## config.mk

```make
export PLATFORM = sky130hd
export DESIGN_NAME = acc_token_sender
export DESIGN_NICKNAME = d
export VERILOG_FILES = /design/src/rtl/acc_tok_pkg.sv /design/src/rtl/ack_sync.sv /design/src/rtl/acc_token_sender.sv
export SDC_FILE = /design/constraint.sdc
export NUM_CORES = 1
export LEC_CHECK = 0
export BUFFER_PORTS_ARGS = -buffer_cell sky130_fd_sc_hd__buf_4
export CAP_MARGIN = 40
export CORE_ASPECT_RATIO = 1.5
export CORE_MARGIN = 2
export CORE_UTILIZATION = 40
export CTS_BUF_LIST = sky130_fd_sc_hd__clkbuf_4 sky130_fd_sc_hd__clkbuf_8
export DETAILED_ROUTE_END_ITERATION = 6
export PLACE_DENSITY_LB_ADDON = 0.3
export REMOVE_ABC_BUFFERS = 1
export SYNTH_ARGS = -nofsm -noshare
export SYNTH_HDL_FRONTEND = slang
export SYNTH_SLANG_ARGS = --single-unit
```

## constraint.sdc

```tcl
create_clock -name clk -period 3.5 [get_ports clk]
set_clock_uncertainty 0.05 [all_clocks]
set_input_delay 0.35 -clock clk [delete_from_list [all_inputs] [get_ports clk]]
set_output_delay 0.35 -clock clk [all_outputs]
set_load 0.05 [all_outputs]
```

## src/rtl/acc_tok_pkg.sv

```systemverilog
// Shared types and constants for the accumulator token sender.
package acc_tok_pkg;

  localparam int unsigned Q47_WIDTH = 8;
  localparam logic [1:0]  CLR_CODE  = 2'd1;

  typedef enum logic [2:0] {
    IDLE,
    D_SETUP,
    D_REQ,
    D_RTZ,
    C_SETUP,
    C_REQ,
    C_RTZ
  } state_t;

endpackage

```

## src/rtl/ack_sync.sv

```systemverilog
// Two-flop synchroniser for an asynchronous acknowledge, cleared by synchronous reset.
module ack_sync (
  input  logic clk,
  input  logic rst,
  input  logic ack,
  output logic ack_s
);

  logic meta;

  always_ff @(posedge clk) begin
    if (rst) begin
      meta  <= 1'b0;
      ack_s <= 1'b0;
    end else begin
      meta  <= ack;
      ack_s <= meta;
    end
  end

endmodule

```

## src/rtl/acc_token_sender.sv

```systemverilog
// Sends PE partial sums to the membrane accumulator as four-phase bundled-data
// tokens, followed by a clear token per group, last beat or flush.
module acc_token_sender
  import acc_tok_pkg::*;
#(
  parameter int unsigned WIDTH          = Q47_WIDTH,
  parameter int unsigned SUMS_PER_CLEAR = 4,
  parameter int unsigned SETUP_CYC      = 1
) (
  input  logic                                    clk,
  input  logic                                    rst,
  input  logic                                    in_valid,
  output logic                                    in_ready,
  input  logic [WIDTH-1:0]                        in_data,
  input  logic                                    in_last,
  input  logic                                    flush,
  output logic                                    data_req,
  output logic [WIDTH-1:0]                        data_bus,
  input  logic                                    data_ack,
  output logic                                    clr_req,
  output logic [1:0]                              clr_bus,
  input  logic                                    clr_ack,
  output logic [$clog2(SUMS_PER_CLEAR+1)-1:0]     tok_cnt,
  output logic                                    proto_err
);

  localparam int unsigned CNT_W = $clog2(SUMS_PER_CLEAR + 1);
  localparam int unsigned SET_W = (SETUP_CYC > 1) ? $clog2(SETUP_CYC) : 1;

  state_t     state;
  logic [SET_W-1:0] setup_cnt;
  logic       last_q;
  logic       data_ack_s;
  logic       clr_ack_s;
  logic       data_ack_q;
  logic       clr_ack_q;

  ack_sync u_data_sync (.clk(clk), .rst(rst), .ack(data_ack), .ack_s(data_ack_s));
  ack_sync u_clr_sync  (.clk(clk), .rst(rst), .ack(clr_ack),  .ack_s(clr_ack_s));

  // Handshake FSM; a flush in IDLE pre-empts a simultaneous in_valid, which stays pending upstream.
  always_ff @(posedge clk) begin
    if (rst) begin
      state      <= IDLE;
      in_ready   <= 1'b0;
      data_req   <= 1'b0;
      data_bus   <= '0;
      clr_req    <= 1'b0;
      clr_bus    <= '0;
      tok_cnt    <= '0;
      proto_err  <= 1'b0;
      setup_cnt  <= '0;
      last_q     <= 1'b0;
      data_ack_q <= 1'b0;
      clr_ack_q  <= 1'b0;
    end else begin
      data_ack_q <= data_ack_s;
      clr_ack_q  <= clr_ack_s;
      // An ack rising with its req low is a downstream protocol violation.
      if ((data_ack_s && !data_ack_q && !data_req) ||
          (clr_ack_s && !clr_ack_q && !clr_req)) begin
        proto_err <= 1'b1;
      end

      case (state)
        IDLE: begin
          if (flush) begin
            in_ready  <= 1'b0;
            clr_bus   <= CLR_CODE;
            setup_cnt <= '0;
            state     <= C_SETUP;
          end else if (in_valid && in_ready) begin
            in_ready  <= 1'b0;
            data_bus  <= in_data;
            last_q    <= in_last;
            setup_cnt <= '0;
            state     <= D_SETUP;
          end else begin
            in_ready  <= 1'b1;
          end
        end
        D_SETUP: begin
          if (setup_cnt == SET_W'(SETUP_CYC - 1)) begin
            data_req <= 1'b1;
            state    <= D_REQ;
          end else begin
            setup_cnt <= setup_cnt + SET_W'(1);
          end
        end
        D_REQ: begin
          if (data_ack_s) begin
            data_req <= 1'b0;
            tok_cnt  <= tok_cnt + CNT_W'(1);
            state    <= D_RTZ;
          end
        end
        D_RTZ: begin
          if (!data_ack_s) begin
            if (tok_cnt == CNT_W'(SUMS_PER_CLEAR) || last_q) begin
              clr_bus   <= CLR_CODE;
              setup_cnt <= '0;
              state     <= C_SETUP;
            end else begin
              in_ready <= 1'b1;
              state    <= IDLE;
            end
          end
        end
        C_SETUP: begin
          if (setup_cnt == SET_W'(SETUP_CYC - 1)) begin
            clr_req <= 1'b1;
            state   <= C_REQ;
          end else begin
            setup_cnt <= setup_cnt + SET_W'(1);
          end
        end
        C_REQ: begin
          if (clr_ack_s) begin
            clr_req <= 1'b0;
            state   <= C_RTZ;
          end
        end
        C_RTZ: begin
          if (!clr_ack_s) begin
            tok_cnt  <= '0;
            clr_bus  <= '0;
            in_ready <= 1'b1;
            state    <= IDLE;
          end
        end
        default: state <= IDLE;
      endcase
    end
  end

endmodule

```

## Word level (Yosys, flattened, before mapping)

Cells that the tools add are included.

| storage, ports and cells | value |
|---|---|
| register bits after elaboration | 28 |
| bits in latches | 0 |
| memory bits (writable) | 0 |
| ROM bits | 0 |
| input port bits | 15 |
| logic and storage cells | 96 |
| memories kept | 0 |

| operators by class | value |
|---|---|
| $add $sub $neg | 2 |
| multipliers | 0 |
| divide/modulo/power cells | 0 |
| order comparisons | 0 |
| equal/unequal tests | 17 |
| shift-type cells | 0 |
| mux-type cells | 34 |
| bitwise logic cells | 1 |
| reduce and logical (&&, ||, !) cells | 26 |

Operator list:

| cell | number |
|---|---|
| $mux W3 | 10 |
| $pmux W3 S7 | 1 |
| $ne A2 B2 Y1 const B | 7 |
| $mux W1 | 13 |
| $eq A3 B3 Y1 const B | 4 |
| $reduce_and A3 Y1 | 4 |
| $mux W2 | 4 |
| $reduce_and A4 Y1 | 2 |
| $reduce_and A7 Y1 | 1 |
| $eq A3 B2 Y1 const B | 2 |
| $pmux W1 S3 | 2 |
| $pmux W2 S3 | 1 |
| $pmux W3 S2 | 1 |
| $reduce_bool A2 Y1 | 3 |
| $reduce_bool A3 Y1 | 2 |
| $logic_and A1 B1 Y1 | 5 |
| $reduce_and A5 Y1 | 1 |
| $logic_not A1 Y1 | 4 |
| $ne A2 B1 Y1 const B | 2 |
| $pmux W1 S2 | 2 |
| $add A3 B1 Y3 const B | 1 |
| $eq A3 B1 Y1 const B | 1 |
| $logic_not A3 Y1 | 1 |
| $ne A3 B3 Y1 const B | 1 |
| 4 further kinds | 5 |

## Longest topological paths before layout

Gate-level depths: netlist of run 1.

| depth | value |
|---|---|
| word-level depth | 5 |
| gate-level depth with buffers | 6 |
| depth with buffers taken out | 6 |

## By module

Synthesis of run 1 repeated with hierarchy kept, for this count alone.

| unflattened totals | value |
|---|---|
| cell total of the unflattened synthesis | 137 |
| area total of the unflattened synthesis | 1231.2 sq um |

Modules (own cells, without submodules):

| module | instances | cells an instance | area an instance (sq um) | sequential area each (sq um) |
|---|---|---|---|---|
| acc_token_sender | 1 | 129 | 1126.1 | 440.4 |
| ack_sync | 2 | 4 | 52.6 | 40.0 |

## Least setup slack after synthesis of run 1

No wires, ideal clock.

| timing path | value |
|---|---|
| kind | flip-flop to flip-flop |
| start point | register tok_cnt[0] |
| end point | register clr_bus[0] |
| setup time | 115 ps |
| arrival time | 1603 ps |
| data required time | 3335 ps |
| setup slack | 1732 ps |
| cell stages (with the launch flop) | 7 |
| clock period less this slack | 1768 ps |
| cell sequence | dfxtp_1 > inv_1 > ha_1 > a21o_1 > o32a_1 > a21oi_1 > nor2_1 |

| on the way | value |
|---|---|
| cells in the longest elaborated chain, start to end | 4 |

RTL lines:

| element | RTL line | RTL |
|---|---|---|
| from (decl) | acc_token_sender.sv:23 | `output logic [$clog2(SUMS_PER_CLEAR+1)-1:0] tok_cnt,` |
| from (signal assigned) | acc_token_sender.sv:93 | `tok_cnt <= tok_cnt + CNT_W'(1);` |
| $eq A3 B3 Y1 | acc_token_sender.sv:99 | `if (tok_cnt == CNT_W'(SUMS_PER_CLEAR) \|\| last_q) begin` |
| $logic_or A1 B1 Y1 | acc_token_sender.sv:99 |  |
| $ne A2 B2 Y1 (no line) | -- |  |
| $reduce_and A5 Y1 (no line) | -- |  |
| to (signal assigned) | acc_token_sender.sv:69 | `clr_bus <= CLR_CODE;` |
| to (signal assigned) | acc_token_sender.sv:100 | `clr_bus <= CLR_CODE;` |
| to (signal assigned) | acc_token_sender.sv:126 | `clr_bus <= '0;` |
| to (decl) | acc_token_sender.sv:21 | `output logic [1:0] clr_bus,` |

No other way between the ends.
A chain may end at the register's enable or synchronous reset.

## Final worst setup path of run 1

| timing path | value |
|---|---|
| start point | register state[1] |
| end point | register last_q |

| on the way | value |
|---|---|
| cells in the longest elaborated chain, start to end | 2 |

RTL lines:

| element | RTL line | RTL |
|---|---|---|
| from (decl) | acc_token_sender.sv:30 | `state_t state;` |
| from (signal assigned) | acc_token_sender.sv:44 | `state <= IDLE;` |
| from (signal assigned) | acc_token_sender.sv:71 | `state <= C_SETUP;` |
| from (signal assigned) | acc_token_sender.sv:77 | `state <= D_SETUP;` |
| $logic_not A3 Y1 | acc_token_sender.sv:65 | `case (state)` |
| $reduce_and A3 Y1 (no line) | -- |  |
| to (signal assigned) | acc_token_sender.sv:75 | `last_q <= in_last;` |
| to (decl) | acc_token_sender.sv:32 | `logic last_q;` |

No other way between the ends.

==> run summary, run 1 <==
TritonCTS Buffers = 3
worst min path class = primary input to register
crit path launch type = register
FFs w/ async S/R, synth = 0%
Post-synth EDFFs = 0
Min Clock Period, post-route = 1.79 ns
die area = 3320 um^2
Simple-Gate Fraction of Synth Area = 29.8%
Die Width = 47.7 um
top post-synthesis cells by area = dfxtp_1 45%, nand2_1 7.9%, a21oi_1 7.4%
WHS Path Cells = 2
TritonCTS clock tree = built
main combinational cell family by area after synthesis = simple AND/OR/NAND/NOR gates
H-tree depth reported by CTS = 1
Setup WS pre-CTS = 1.74 ns
GRT Util Overall = 17.7%
clock root buffer = clkbuf_8
CP endpoint kind = register
biggest registers after layout = data_bus: 8 flops, state: 3 flops, tok_cnt: 3 flops
max reg flops = 8
cell count after placement = 199
# fillers = 269
antenna cells = 0
Adder-Cell Fraction of Synth Area = 2.18%
Post-Synth XOR/XNOR Area = 0.764%
share of post-route cells with drive strength above 1 = 22.3%
initial antenna violation count = 0
WL per Instance = 12.0 um
DP Wirelength = 1.80 mm
post-route clock period utilization = 51.1%
Levels on crit path = 4
Layout Cells excl Fill = 203
ys flop type = dfxtp_1
worst-path cell chain = or3_4 -> or3_1 -> nand2_1 -> a21oi_1
core area = 2710 um^2
CP max-delay cell = or3_4
multiplexer area fraction after synthesis = 0%
pwr/cell area = 665 nW/um^2
Buf+Inv Stages, Crit Path = 0
outcome = finished, final reports clean
WP data required = 3.60 ns
worst-path fanout max = 16
CP Class = register to register
global-route wire length before repair = 4.45 mm
CP max stage delay = 0.49 ns
starting density of the core = 42.4%
most flop-heavy register = data_bus
Warnings, synthesis = 0
max cap viols = 0
Area Growth Syn to Fin = 26.4%
FF+latch count, synth = 26
Worst Slack Setup Final = 1.71 ns
max-slew violations = 0
Yosys top cell area share = 45.4%
Initial DRC Count = 27
sequential area share after synthesis = 45.4%
largest net degree at the start of global routing = 26
drt first pass iters = 4
reg2reg path depth = 4
grt total ovfl = 0
most frequent cell after synthesis = dfxtp_1
post-synthesis compound-gate area fraction = 16.7%
Leakage Power = 0.584 nW
synth unique cells = 34
Die Y = 69.6 um
total routed wirelength = 2.44 mm
total I/O pin count = 32
cell family with most CP delay = simple AND/OR/NAND/NOR gates
Hold Violations, Final = 0
register area = 520 um^2
average cell area after synthesis = 8.25 um^2
later-pin clock latency in the skew report = 0.26 ns
Sink Count = 26
Synth top cells by count = 26 x dfxtp_1, 24 x nand2_1, 17 x a21oi_1
row count = 23
unrepaired setup endpoints after global routing = no
area leader, netlist = dfxtp_1
setup TNS = 0 ns
GP Congestion = 0.786
synthesized instance count = 139
Final #Nets = 184
clock transition at the registers of the reported paths = 0.09 ns
Clock Path Buffers = 2
DR vias = 1016
# DRC = 0
Setup Viol. Count Final = 0
routed vias/inst = 5.00
Fmax = 0.559 GHz
Post-CTS Setup Inserts = 0
post-cts resize count = 0
arrival time worst endpoint = 1.89 ns
CTS Hold Buffers Added = 0
highest ir drop seen on vdd = 445 uV
I/O Buffers = 30
Multi-input gate area = 571 um^2
Routed Antenna Nets = 0
vias in the first global route = 1066
Syn Std Cell Area = 1150 um^2
-- layout by cell type (no fill, tap or decap), types with 3 or more instances in the layout --
master	n
nand2b_1	4
buf_4	30
dfxtp_1	26
nor2b_1	12
nor2_1	10
a21oi_1	17
nor3_1	5
inv_1	3
nand2_1	24
o21ai_1	4
clkbuf_8	3
-- path summary, 6_finish.rpt --
path	startpoint	end	slack [ns]
setup / recovery	state[1]$_SDFFE_PP0P_	last_q$_SDFFE_PP0P_	1.71
hold / removal	data_ack	u_data_sync.meta$_SDFF_PP0_	0.24
setup reg to reg	state[1]$_SDFFE_PP0P_	last_q$_SDFFE_PP0P_	1.71
hold reg to reg	u_data_sync.meta$_SDFF_PP0_	u_data_sync.ack_s$_SDFF_PP0_	0.41
-- metal layers --
metal  up-vias  part of all wire [%]  GRT usage (%)
met5         -                     0              0
met1       464                    41           21.6
li1        524                     -              -
met4         0                   1.0           5.41
met3         2                   4.0           2.86
met2        26                    54           30.1
-- power breakdown --
part	internal (mW)	total (mW)	switching, mW	leakage, nW
Sequential	0.335	0.396	0.0603	0.212
Combinational	0.124	0.323	0.199	0.336
Clock	0.153	0.245	0.0921	0.0357
-- logic make-up (layout without fill, tap and decap cells) --
kind of cell | Yosys count | after routing
adder cells (fa/ha/maj) | 2 | 2
flip-flops | 26 | 26
XOR/XNOR | 1 | 1
AND/OR/NAND/NOR | 66 | 66
other | 1 | 1
AO/OA/AOI/OAI | 32 | 32
buffers and inverters | 11 | 38
-- through the flow --
step / utilization [%] / area (um^2) / hold WS [ns] / power (mW)
after floorplan: - / 1110 / 0.364 / 0.628
after global placement: 50.9 / 1380 / 0.368 / 0.718
after detailed placement: 50.9 / 1380 / 0.386 / 0.724
after CTS: 53.6 / 1450 / 0.236 / 0.971
after global routing: 53.6 / 1450 / 0.269 / 1.02
final: 53.6 / 1450 / 0.240 / 0.964
-- worst reg2reg max path: cells and delay by family (launching register included) --
kind | cells | cell delay (ns)
AOI/OAI and AO/OA | 1 | 0.07
and+or+nand+nor | 3 | 1.09
DFF | 1 | 0.47
-- layout make-up --
class	count	share of cell area (%)
sequential	26	35.9
tap	37	3.20
multi-input combinational	102	39.4
timing repair buffer	30	15.5
inverter	4	1.04
clock buffer	3	2.85
clock inverter	1	2.07
Note: power is estimated with default switching activity, not from simulation.
==> run 2, diff against run 1 <==
Settings changed: ABC_AREA set to 1.
Clock period 3.5 ns to 1.8 ns, I/O delays scaled along.
==> run 2 against run 1 <==
Final cell count grew 18%. Sequential share of layout area shrank 2.2 points. Setup slack lost 1.4 ns.
==> run summary, run 2 <==
WL per Instance = 10.7 um (was 12.0 um)
flop-to-flop setup slack = 0.36 ns (was 1.71 ns)
reg2reg path depth = 6 (was 4)
total I/O pin count = 32 (unchanged)
total routed wirelength = 2.58 mm (was 2.44 mm)
GRT Util Overall = 16.3% (was 17.7%)
Sink Count = 26 (unchanged)
starting density of the core = 40.7% (was 42.4%)
Synth top cells by count = 33 x nand2_1, 26 x dfxtp_1, 20 x inv_1 (was 26 x dfxtp_1, 24 x nand2_1, 17 x a21oi_1)
synth unique cells = 27 (was 34)
initial antenna violation count = 0 (unchanged)
later-pin clock latency in the skew report = 0.27 ns (was 0.26 ns)
Leakage Power = 0.749 nW (was 0.584 nW)
CP endpoint kind = register (unchanged)
Yosys top cell area share = 41.3% (was 45.4%)
WL met1 = 1.15 mm (was 993 um)
core area = 3100 um^2 (was 2710 um^2)
WHS Path Cells = 3 (was 2)
Syn Std Cell Area = 1260 um^2 (was 1150 um^2)
Area Growth Syn to Fin = 22.5% (was 26.4%)
met2 routed WL = 1.28 mm (was 1.33 mm)
row count = 25 (was 23)
routed length on met3 = 104 um (was 97 um)
CP max-delay cell = dfxtp_1 (was or3_4)
Final #Nets = 218 (was 184)
average cell area after synthesis = 7.33 um^2 (was 8.25 um^2)
die area = 3630 um^2 (was 3320 um^2)
cell count after placement = 236 (was 199)
Hold WS = 0.0574 ns (was 0.240 ns)
CP Class = register to register (unchanged)
I/O Buffers = 30 (unchanged)
unrepaired setup endpoints after global routing = no (unchanged)
Post-CTS Setup Inserts = 0 (unchanged)
DP Wirelength = 1.94 mm (was 1.80 mm)
Post-synth EDFFs = 0 (unchanged)
Routed Antenna Nets = 0 (unchanged)
most flop-heavy register = data_bus (unchanged)
register area = 520 um^2 (unchanged)
worst min path class = primary input to register (unchanged)
worst-path cell chain = inv_2 -> nor2_4 -> nand3_1 -> nand2_1 -> nand4_1 -> a21oi_1 (was or3_4 -> or3_1 -> nand2_1 -> a21oi_1)
clock transition at the registers of the reported paths = 0.09 ns (about the same)
TritonCTS Buffers = 3 (unchanged)
synthesized instance count = 172 (was 139)
share of post-route cells with drive strength above 1 = 27.5% (was 22.3%)
TritonCTS clock tree = built (unchanged)
Clock Path Buffers = 2 (unchanged)
outcome = finished, final reports clean (unchanged)
Hold Path Sink = u_data_sync.meta$_SDFF_PP0_ (unchanged)
Initial DRC Count = 19 (was 27)
CTS Hold Buffers Added = 0 (unchanged)
crit path launch type = register (unchanged)
most frequent cell after synthesis = nand2_1 (was dfxtp_1)
sequential area share after synthesis = 41.3% (was 45.4%)
CP max stage delay = 0.59 ns (was 0.49 ns)
max reg flops = 8 (unchanged)
top post-synthesis cells by area = dfxtp_1 41%, nand2_1 9.8%, nand3_1 7.5% (was dfxtp_1 45%, nand2_1 7.9%, a21oi_1 7.4%)
grt total ovfl = 0 (unchanged)
Min Clock Period, post-route = 1.44 ns (was 1.79 ns)
H-tree depth reported by CTS = 1 (unchanged)
area leader, netlist = dfxtp_1 (unchanged)
largest net degree at the start of global routing = 21 (was 26)
Hold Violations, Final = 0 (unchanged)
Die Width = 49.8 um (was 47.7 um)
FF+latch count, synth = 26 (unchanged)
WP data required = 1.96 ns (was 3.60 ns)
commonest non-fill, non-tap cell in the layout = nand2_1 (was buf_4)
max-slew violations = 0 (unchanged)
DR vias = 1144 (was 1016)
global-route wire length before repair = 4.62 mm (was 4.45 mm)
Die Y = 72.8 um (was 69.6 um)
Setup Viol. Count Final = 0 (unchanged)
ys flop type = dfxtp_1 (unchanged)
Warnings, synthesis = 0 (unchanged)
antenna cells = 0 (unchanged)
worst reg2reg endpoint = tok_cnt[2]$_SDFFE_PP0P_ (was last_q$_SDFFE_PP0P_)
GP Congestion = 0.779 (was 0.786)
Top Metal Used = met4 (unchanged)
drt first pass iters = 5 (was 4)
max cap viols = 0 (unchanged)
worst-path fanout max = 10 (was 16)
pwr/cell area = 1280 nW/um^2 (was 665 nW/um^2)
Layout Cells excl Fill = 240 (was 203)
most frequent cells in the layout = 33 x nand2_1, 30 x buf_4, 26 x dfxtp_1 (was 30 x buf_4, 26 x dfxtp_1, 24 x nand2_1)
post-cts resize count = 0 (unchanged)
setup TNS = 0 ns (unchanged)
FFs w/ async S/R, synth = 0% (unchanged)
# fillers = 305 (was 269)
Hold Startpoint = data_ack (unchanged)
arrival time worst endpoint = 1.60 ns (was 1.89 ns)
vias in the first global route = 1067 (was 1066)
biggest registers after layout = data_bus: 8 flops, state: 3 flops, tok_cnt: 3 flops (unchanged)
# DRC = 0 (unchanged)
Fmax = 0.692 GHz (was 0.559 GHz)
Multi-input gate area = 599 um^2 (was 571 um^2)
clock root buffer = clkbuf_8 (unchanged)
Reg-to-Reg Start = state[1]$_SDFFE_PP0P_ (unchanged)
routed vias/inst = 4.77 (was 5.00)
post-route clock period utilization = 80.2% (was 51.1%)
highest ir drop seen on vdd = 653 uV (was 445 uV)
==> run 2: area by class of cell <==
class	count	area share [%]
Sequential cell	26	33.7
Tap cell	40	3.24
Clock buffer	4	3.56
Inverter	25	6.15
Multi-Input combinational cell	115	38.8
Timing Repair Buffer	30	14.6
==> run 2: stage by stage <==
| stage | power (mW) | cell area (um^2) | utilization (%) | setup WS (ns) |
|---|---|---|---|---|
| after detailed placement | 1.61 | 1490 | 48.1 | 0.379 |
| after global placement | 1.61 | 1490 | 48.1 | 0.359 |
| after CTS | 1.99 | 1550 | 49.9 | 0.351 |
| after global routing | 2.11 | 1550 | 49.9 | 0.261 |
| final | 1.97 | 1550 | 49.9 | 0.356 |
| after floorplan | 1.40 | 1210 | - | 0.225 |
==> run 2: power breakdown <==
group          total, mW  switching, mW  internal [mW]
Combinational      0.826          0.557          0.269
Clock              0.379          0.183          0.196
Sequential         0.766          0.109          0.658
Total               1.97          0.849           1.12
==> run 2: layer usage <==
metal	up-vias	GRT usage, %
met5	-	0
met4	0	6.48
met3	6	2.46
met2	31	28.0
met1	504	20.2
li1	603	-
==> run 2: kinds of logic (layout without fill, tap and decap cells) <==
logic type | count (synthesis) | in the layout | synth area share [%]
DFF | 26 | 26 | 41.3
AOI/OAI and AO/OA | 21 | 21 | 8.83
adders and majority gates | 2 | 2 | 1.98
buffers and inverters | 31 | 59 | 11.2
other | 1 | 1 | 0.297
and+or+nand+nor | 91 | 91 | 36.4
==> run 2: critical path, delay by kind of cell, from the launching register on <==
kind | cells | cell delay (ns)
and+or+nand+nor | 4 | 0.50
AOI/OAI and AO/OA | 1 | 0.13
buffers and inverters | 1 | 0.11
DFF | 1 | 0.59
==> run 2: how the worst max path moves through the flow <==
stage	startpoint	to	slack, ns	cells past startpoint
floorplan	in_ready$_SDFFE_PP0P_	last_q$_SDFFE_PP0P_	0.22	5
global route	state[1]$_SDFFE_PP0P_	tok_cnt[2]$_SDFFE_PP0P_	0.26	6
CTS	state[1]$_SDFFE_PP0P_	tok_cnt[2]$_SDFFE_PP0P_	0.35	6
finish	state[1]$_SDFFE_PP0P_	tok_cnt[2]$_SDFFE_PP0P_	0.36	6
global placement	state[1]$_SDFFE_PP0P_	tok_cnt[2]$_SDFFE_PP0P_	0.36	6
detailed placement	state[1]$_SDFFE_PP0P_	tok_cnt[2]$_SDFFE_PP0P_	0.38	6
==> run 3, diff against run 2 <==
Clock period 1.8 ns to 1.24 ns, I/O delays scaled along.
==> run 3 against run 2 <==
Register-to-register slack worse by 0.35 ns. Sequential share of layout area is 4.5 points lower. Core utilization is 8.7 points higher. Final area is 17% higher. Sequential power is 42% higher. Die area stayed put. Count of clock-buffer cells in the layout stayed put. Fmax is 17% higher. Combinational power is 110% higher. Critical endpoint is now last_q$_SDFFE_PP0P_. Via count is 9.9% higher. Final cell count is 7.5% higher. Wire length is 14% higher.
==> run summary, run 3 (same netlist as run 2, synthesis figures left out) <==
outcome = finished, final reports clean (unchanged)
worst reg2reg endpoint = last_q$_SDFFE_PP0P_ (was tok_cnt[2]$_SDFFE_PP0P_)
CP max stage delay = 0.34 ns (was 0.59 ns)
most flop-heavy register = data_bus (unchanged)
row count = 25 (unchanged)
later-pin clock latency in the skew report = 0.27 ns (about the same)
Area after DPL = 1620 um^2 (was 1490 um^2)
reg2reg path depth = 7 (was 6)
TritonCTS Buffers = 3 (unchanged)
DR vias = 1257 (was 1144)
arrival time worst endpoint = 1.35 ns (was 1.60 ns)
total I/O pin count = 32 (unchanged)
Initial DRC Count = 27 (was 19)
Fmax = 0.811 GHz (was 0.692 GHz)
unrepaired setup endpoints after global routing = yes (was no)
switching power = 1.47 mW (was 0.849 mW)
highest ir drop seen on vdd = 1170 uV (was 653 uV)
GRT Util Overall = 17.0% (was 16.3%)
Switching Share = 43.4% (was 43.1%)
Reg-to-Reg Start = state[0]$_SDFFE_PP0P_ (was state[1]$_SDFFE_PP0P_)
initial antenna violation count = 0 (unchanged)
pwr/cell area = 1860 nW/um^2 (was 1280 nW/um^2)
Layout Cells excl Fill = 258 (was 240)
Sink Count = 26 (unchanged)
P_int = 1.91 mW (was 1.12 mW)
CP Class = register to register (unchanged)
WL per Instance = 11.4 um (was 10.7 um)
grt total ovfl = 0 (unchanged)
max cap viols = 0 (unchanged)
most frequent cells in the layout = 43 x buf_4, 25 x nand2_1, 21 x dfxtp_1 (was 33 x nand2_1, 30 x buf_4, 26 x dfxtp_1)
routed vias/inst = 4.87 (was 4.77)
TritonCTS clock tree = built (unchanged)
post-route clock period utilization = 99.4% (was 80.2%)
Die Y = 72.8 um (unchanged)
antenna cells = 0 (unchanged)
Min Clock Period, post-route = 1.23 ns (was 1.44 ns)
total routed wirelength = 2.94 mm (was 2.58 mm)
Hold Startpoint = clr_ack (was data_ack)
Leakage Power = 0.846 nW (was 0.749 nW)
worst-path cell chain = buf_12 -> nor2_4 -> nand2_4 -> inv_6 -> nand2_8 -> o21ai_2 -> a21oi_1 (was inv_2 -> nor2_4 -> nand3_1 -> nand2_1 -> nand4_1 -> a21oi_1)
commonest non-fill, non-tap cell in the layout = buf_4 (was nand2_1)
share of post-route cells with drive strength above 1 = 44.0% (was 27.5%)
Die Width = 49.8 um (unchanged)
largest net degree at the start of global routing = 21 (unchanged)
WHS Path Cells = 3 (unchanged)
WP data required = 1.36 ns (was 1.96 ns)
global-route wire length before repair = 4.84 mm (was 4.62 mm)
DP Wirelength = 2.15 mm (was 1.94 mm)
starting density of the core = 40.7% (unchanged)
max-slew violations = 0 (unchanged)
Comb power frac = 51.7% (was 41.9%)
drt first pass iters = 4 (was 5)
worst-path fanout max = 7 (was 10)
I/O Buffers = 30 (unchanged)
Area Growth Syn to Fin = 43.9% (was 22.5%)
Final #Nets = 236 (was 218)
# DRC = 0 (unchanged)
Hold WS = 0.00184 ns (was 0.0574 ns)
clock power share = 16.3% (was 19.2%)
clock root buffer = clkbuf_8 (unchanged)
core area = 3100 um^2 (unchanged)
flop-to-flop setup slack = 0.007 ns (was 0.36 ns)
worst min path class = primary input to register (unchanged)
die area = 3630 um^2 (unchanged)
H-tree depth reported by CTS = 1 (unchanged)
cell count after placement = 250 (was 236)
Hold Violations, Final = 0 (unchanged)
CP max-delay cell = dfxtp_2 (was dfxtp_1)
max reg flops = 8 (unchanged)
design area = 1820 um^2 (was 1550 um^2)
Flop pwr share = 32.1% (was 38.9%)
crit path launch type = register (unchanged)
GP Congestion = 0.829 (was 0.779)
Setup Viol. Count Final = 0 (unchanged)
Hold Path Sink = u_clr_sync.meta$_SDFF_PP0_ (was u_data_sync.meta$_SDFF_PP0_)
vias in the first global route = 1167 (was 1067)
crit path from = state[0]$_SDFFE_PP0P_ (was state[1]$_SDFFE_PP0P_)
clock transition at the registers of the reported paths = 0.09 ns (about the same)
biggest registers after layout = data_bus: 8 flops, state: 3 flops, tok_cnt: 3 flops (unchanged)
Routed Antenna Nets = 0 (unchanged)
CP endpoint kind = register (unchanged)
Clock Path Buffers = 2 (unchanged)
==> run 3: changes by cell type in the layout (fill, tap and decap cells not counted), moves of 3 or more <==
cell and delta:
buf_4 +13, dfxtp_1 -5, dfxtp_2 +4, nand2_1 -8, nand2_2 +7, nor2_1 -4, nor2_2 +3
==> run 3: timing repair <==
action | 4_1_cts | 5_1_grt
hold buffers | 1 | 0
buffers inserted | 0 | 1
pin swaps | 5 | 12
hold endpoints to repair | 1 | 0
gates cloned | 1 | 1
gates resized for setup | 16 | 20
endpoints found under the setup margin | 18 | 17
==> run 3: through the flow <==
step	worst slack, ns	TNS [ns]	power [mW]	utilization (%)
2_1_floorplan	-0.335	-4.14	2.03	-
3_3_place_gp	-0.115	-1.36	2.54	52.3
3_5_place_dp	-0.151	-1.68	2.55	52.3
4_1_cts	0.00129	0	3.25	56.2
5_1_grt	-0.0968	-0.661	3.60	58.6
6_report	0.00703	0	3.38	58.6
==> run 3: worst max-delay path, delay by kind of cell, from the launching register on <==
kind,cells,cell delay [ns]
and+or+nand+nor,3,0.32
buffers and inverters,2,0.26
DFF,1,0.34
AOI/OAI and AO/OA,2,0.16
==> run 3: worst max path at each step <==
stage	to	slack [ns]
after CTS	state[0]$_SDFFE_PP0P_	0.001
after floorplan	last_q$_SDFFE_PP0P_	-0.34
after global placement	last_q$_SDFFE_PP0P_	-0.11
after detailed placement	tok_cnt[2]$_SDFFE_PP0P_	-0.15
final	last_q$_SDFFE_PP0P_	0.007
after global routing	state[0]$_SDFFE_PP0P_	-0.1
==> run 3: area by class of cell <==
| type | instances | area, um^2 |
|---|---|---|
| inverter | 25 | 115 |
| tap | 40 | 50.0 |
| fill | 286 | 1280 |
| sequential | 26 | 529 |
| multi-input combinational | 116 | 686 |
| timing repair buffer | 46 | 373 |
| clock buffer | 4 | 55.1 |
| timing repair inverter | 1 | 7.51 |
==> run 3: power groups by stage <==
stage	Clock [mW]	Sequential, mW	Combinational, mW
4_1_cts	0.559	1.07	1.62
2_1_floorplan	0	1.35	0.685
5_1_grt	0.585	1.10	1.91
6_report	0.550	1.09	1.75
3_5_place_dp	0	1.08	1.47
3_3_place_gp	0	1.08	1.47
==> run 3: metal layers <==
metal	vias to the layer above	track usage, %	routed length (um)
met5	-	0	0
met3	5	2.05	100
met2	26	31.4	1580
met1	589	19.6	1210
li1	637	-	-
met4	0	6.48	46
